$ cat src/rtl/abc_pattern_sequencer_pkg.sv
// Shared definitions for the {a,b,c} pattern sequencer: state encoding,
// pattern count and default hold length.
package abc_pattern_sequencer_pkg;

    typedef enum logic [1:0] {
        IDLE  = 2'd0,
        DRIVE = 2'd1,
        DONE  = 2'd2
    } state_t;

    localparam int NUM_PATTERNS    = 8;
    localparam int DEF_HOLD_CYCLES = 200;

endpackage

$ cat src/rtl/abc_pattern_sequencer_hold_timer.sv
// Hold-window timer: counts down from HOLD_CYCLES-1 and flags the last clock
// of each window (elapsed count HOLD_CYCLES-1) with a one-cycle terminal pulse.
module abc_pattern_sequencer_hold_timer
    import abc_pattern_sequencer_pkg::*;
#(
    parameter int HOLD_CYCLES = DEF_HOLD_CYCLES
) (
    input  logic clk,
    input  logic rst_n,
    input  logic clr,
    input  logic ld,
    input  logic en,
    output logic tc
);

    localparam int CW = (HOLD_CYCLES > 1) ? $clog2(HOLD_CYCLES) : 1;
    localparam logic [CW-1:0] LAST = CW'(HOLD_CYCLES - 1);

    // Remaining clocks in the current window; zero on its last clock.
    logic [CW-1:0] rem;

    assign tc = en && (rem == '0);

    always_ff @(posedge clk) begin
        if (!rst_n || clr || ld) begin
            rem <= LAST;
        end else if (en) begin
            rem <= rem - CW'(1);
        end
    end

endmodule

$ cat src/rtl/abc_pattern_sequencer.sv
// Steps {a,b,c} through 000..111, holds each for HOLD_CYCLES clocks and
// captures the datapath output on the last clock of every hold window.
module abc_pattern_sequencer
    import abc_pattern_sequencer_pkg::*;
#(
    parameter int HOLD_CYCLES = DEF_HOLD_CYCLES,
    parameter int OUT_W       = 2
) (
    input  logic             Clock,
    input  logic             Rst_n,
    input  logic             start,
    input  logic             abort,
    input  logic [OUT_W-1:0] dut_out,
    output logic             a,
    output logic             b,
    output logic             c,
    output logic             busy,
    output logic             done,
    output logic             result_vld,
    output logic [2:0]       result_code,
    output logic [OUT_W-1:0] result_data,
    input  logic [2:0]       rd_addr,
    output logic [OUT_W-1:0] rd_data
);

    state_t           state;
    logic [2:0]       idx;
    logic [2:0]       abc_q;
    logic             win_end;
    logic [OUT_W-1:0] tbl [NUM_PATTERNS];

    // The timer reloads itself on its own terminal pulse, so back-to-back
    // windows need no extra control; it is parked whenever we are not driving.
    abc_pattern_sequencer_hold_timer #(
        .HOLD_CYCLES (HOLD_CYCLES)
    ) u_timer (
        .clk   (Clock),
        .rst_n (Rst_n),
        .clr   (state != DRIVE),
        .ld    (win_end),
        .en    (state == DRIVE),
        .tc    (win_end)
    );

    assign {a, b, c} = abc_q;
    assign rd_data   = tbl[rd_addr];

    always_ff @(posedge Clock) begin
        if (!Rst_n) begin
            state       <= IDLE;
            idx         <= '0;
            abc_q       <= '0;
            busy        <= 1'b0;
            done        <= 1'b0;
            result_vld  <= 1'b0;
            result_code <= '0;
            result_data <= '0;
            for (int i = 0; i < NUM_PATTERNS; i++) begin
                tbl[i] <= '0;
            end
        end else begin
            done       <= 1'b0;
            result_vld <= 1'b0;
            case (state)
                IDLE: begin
                    if (start && !abort) begin
                        state <= DRIVE;
                        idx   <= '0;
                        abc_q <= '0;
                        busy  <= 1'b1;
                    end
                end
                DRIVE: begin
                    // Abort beats a coincident window close: the partial
                    // pattern is never captured.
                    if (abort) begin
                        state <= IDLE;
                        abc_q <= '0;
                        busy  <= 1'b0;
                    end else if (win_end) begin
                        tbl[idx]    <= dut_out;
                        result_code <= idx;
                        result_data <= dut_out;
                        result_vld  <= 1'b1;
                        if (idx == 3'(NUM_PATTERNS - 1)) begin
                            state <= DONE;
                            abc_q <= '0;
                            busy  <= 1'b0;
                            done  <= 1'b1;
                        end else begin
                            idx   <= idx + 3'd1;
                            abc_q <= idx + 3'd1;
                        end
                    end
                end
                DONE: begin
                    state <= IDLE;
                end
                default: begin
                    state <= IDLE;
                end
            endcase
        end
    end

endmodule

$ cat config.mk
export PLATFORM = sky130hd
export DESIGN_NAME = abc_pattern_sequencer
export DESIGN_NICKNAME = d
export VERILOG_FILES = /design/src/rtl/abc_pattern_sequencer_pkg.sv /design/src/rtl/abc_pattern_sequencer_hold_timer.sv /design/src/rtl/abc_pattern_sequencer.sv
export SDC_FILE = /design/constraint.sdc
export NUM_CORES = 1
export LEC_CHECK = 0
export BUFFER_PORTS_ARGS = -buffer_cell sky130_fd_sc_hd__buf_2
export CAP_MARGIN = 0
export CORE_UTILIZATION = 51
export DETAILED_ROUTE_END_ITERATION = 16
export GPL_ROUTABILITY_DRIVEN = 0
export PLACE_DENSITY = 0.74
export SETUP_SLACK_MARGIN = 0.4
export SLEW_MARGIN = 20
export SYNTH_ARGS = -nofsm -noshare
export SYNTH_HDL_FRONTEND = slang
export SYNTH_HIERARCHICAL = 1
export SYNTH_SLANG_ARGS = --single-unit
$ cat constraint.sdc
create_clock -name Clock -period 2.66 [get_ports Clock]
set_input_delay 0.266 -clock Clock [delete_from_list [all_inputs] [get_ports Clock]]
set_output_delay 0.266 -clock Clock [all_outputs]
set_load 0.02 [all_outputs]
==> flow_metrics.py <==
metrics = {
    "hold_path": {
        "hp-class": "in2reg",
    },
    "logic_synthesis": {
        "synth_area_leaders": "dfxtp_1, edfxtp_1, mux4_2",
        "synth_most_common_cell": "dfxtp_1",
        "synth-simple-area-share_pct": 24.2,
        "ys_seq_area_share_pct": 50.0,
        "syn_inst": 166,
        "synth_area_per_cell_um2": 11.6,
        "synth_top_area_cell": "dfxtp_1",
        "synth-xor-area-share_pct": 1.37,
        "synth_edf_count": 16,
        "ys_async_sr_fraction_pct": 0,
        "ys_seq_elements": 40,
        "synth_compound_area_share_pct": 9.11,
        "synth_adder_area_share_pct": 2.60,
        "synth_ff_type": "dfxtp_1",
        "synth_area_um2": 1920,
        "synth_top_family_by_area": "simple AND/OR/NAND/NOR gates",
        "synth_nets": 179,
        "synthDistinctLibCells": 48,
        "yosys_warnings": 6,
        "ys_top_cells_by_count": "dfxtp_1, edfxtp_1, nor2_1",
        "synth_top_cell_area_share_pct": 25.0,
        "muxShareOfSynthArea_pct": 9.51,
    },
    "timing": {
        "clock.fmax_mhz": 473,
        "setup_violations": 0,
        "period_minus_slack_ps": 2110,
        "rsz0062_at_grt": "no",
        "slew_violations": 0,
        "holdWs_ps": 278,
        "slew_headroom_pct": 50.5,
        "fin_skew_ps": 8.03,
        "setup_tns_ps": 0,
        "tightest_slew_ps": 742,
        "period_share_pct": 79.5,
        "finalHoldViolCount": 0,
    },
    "critical_path": {
        "worstSetupPathType": "reg2reg",
        "cp.required_ps": 2640,
        "path_cells": "inv_1 -> ha_1 -> and4bb_2 -> nor3b_4 -> and4bb_4 -> nand2b_2 -> o21ai_1",
        "slowest_stage": "dfxtp_1",
        "endpoint_kind": "flip-flop",
        "crit_fanout": 8,
        "critPathMaxStageDelay_ps": 340,
        "start_kind": "flip-flop",
        "crit_arrival_ps": 2090,
    },
    "layout": {
        "nets": 203,
        "areaGrowthSynthToFinish_pct": 15.7,
        "drive_gt1_share_pct": 32.5,
        "n_antenna_cell": 0,
    },
    "die": {
        "ios": 22,
        "die-height_um": 63.4,
        "start_util_pct": 55.4,
        "die_w_um": 63.4,
        "core_area_um2": 3470,
        "dieArea_um2": 4020,
        "num_rows": 21,
    },
    "clocking": {
        "cts_max_path_buffers": 2,
        "cts_sinks": 40,
        "numCtsBuffers": 5,
        "clk_pin_slew_worst_paths_ps": 70,
        "cts_root_buf": "clkbuf_8",
        "clk_latency_ps": 290,
        "cts_tree": "yes",
        "ctsHoldBuffers": 0,
        "h-tree-depth": 2,
    },
    "detailed_routing": {
        "post_drt_wl_per_cell_um": 15.0,
        "avgViaCountPerCell": 5.78,
        "drt_wl_total_um": 3560,
        "ant_nets": 0,
        "drc": 0,
        "drt-initial-drc-count": 28,
        "firstDrtPassIters": 4,
        "vias": 1370,
    },
    "pwr": {
        "power.static_leakage_nw": 0.857,
        "vdd_drop_max_uv": 325,
        "pwr_density_cell_nw_per_um2": 556,
    },
    "global_route": {
        "grt_overflow_total": 0,
        "grt_pass1_wl_um": 6130,
        "grt_max_degree": 29,
        "grt_pass1_vias": 1346,
        "gr-usage-all-layers_pct": 19.6,
        "antenna_found_initial": 0,
    },
    "outcome": {
        "status": "complete, no violations",
    },
    "place": {
        "portBuffers": 21,
        "dp.final_hpwl_um": 2550,
    },
    "job": {
        "maxCapViolCount": 0,
    },
}
[repair_timing]
action	in CTS	in global routing
cloned	0	0
resized for setup	5	3
pin swaps	1	0
setup buffers	2	0
endpoints found under the setup margin	26	19
[flip-flops by register name (all words and copies together), names as in the netlist, 2 cells and up]
signal	flops
tbl	16
u_timer/rem	8
abc_q	3
idx	3
result_code	3
result_data	2
state	2
[routing by layer]
| metal | track usage [%] | routed length (um) |
|---|---|---|
| met1 | 21.9 | 1480 |
| met2 | 36.3 | 1920 |
| met5 | 0 | 0 |
| met4 | 6.82 | 48 |
| met3 | 3.99 | 116 |
[per-stage QoR]
stage	power (mW)	instance area, um2	std cells	util (%)	setup WS (ps)
after floorplan	0.722	1940	166	-	408
after global placement	0.741	2070	227	59.7	215
after detailed placement	0.745	2070	227	59.7	131
after CTS	1.24	2210	237	63.7	485
after global routing	1.28	2220	237	64.1	410
final	1.24	2220	237	64.1	545
[layout by cell type (no fill, tap or decap), types with 4 or more instances in the layout]
cell,count
dfxtp_1,23
buf_2,21
edfxtp_1,16
nor2_1,14
nand2_1,9
mux2i_1,7
o21ai_1,6
clkbuf_8,6
nand2b_1,5
nor3_2,5
a21oi_1,5
mux4_2,4
nor3_1,4
nand3_1,4
o21ai_0,4
ha_1,4
buf_4,4
[critical path, delay by kind of cell (launching register included)]
| kind | cells | cell delay, ps |
|---|---|---|
| simple gates | 4 | 980 |
| fa+ha+maj | 1 | 170 |
| flops | 1 | 340 |
| compound gates | 1 | 250 |
| buf+inv | 1 | 60 |
[area by class of cell]
type | instances | area (um2)
fill | 292 | 1240
sequential | 40 | 962
multi-input combinational | 114 | 937
timing repair buffer | 25 | 135
clock buffer | 6 | 82.6
tap | 46 | 57.6
clock inverter | 2 | 33.8
inverter | 4 | 15.0
[worst paths after layout]
| kind | start | end | slack (ps) | cells past startpoint |
|---|---|---|---|---|
| max | u_timer/rem[0] | tbl[4][1] | 550 | 7 |
| min | abort | state[0] | 280 | 2 |
| max reg2reg | u_timer/rem[0] | tbl[4][1] | 550 | 7 |
| min reg2reg | abc_q[0] | abc_q[0] | 460 | 2 |
[cell families (layout without fill, tap and decap cells)]
family                   Yosys count  count (layout)
AO/OA/AOI/OAI                     25              25
adder cells (fa/ha/maj)            4               4
XOR/XNOR                           3               3
AND/OR/NAND/NOR                   69              69
multiplexers                      13              13
buffers and inverters             12              37
flip-flops                        40              40
[power by group]
part,total (mW),leakage (nW),switching (mW),internal (mW)
Sequential,0.656,0.346,0.00578,0.650
Clock,0.503,0.0588,0.201,0.302
Combinational,0.0769,0.452,0.0432,0.0337
Total,1.24,0.857,0.250,0.986
No activity file was read; power rests on OpenSTA's default activity.
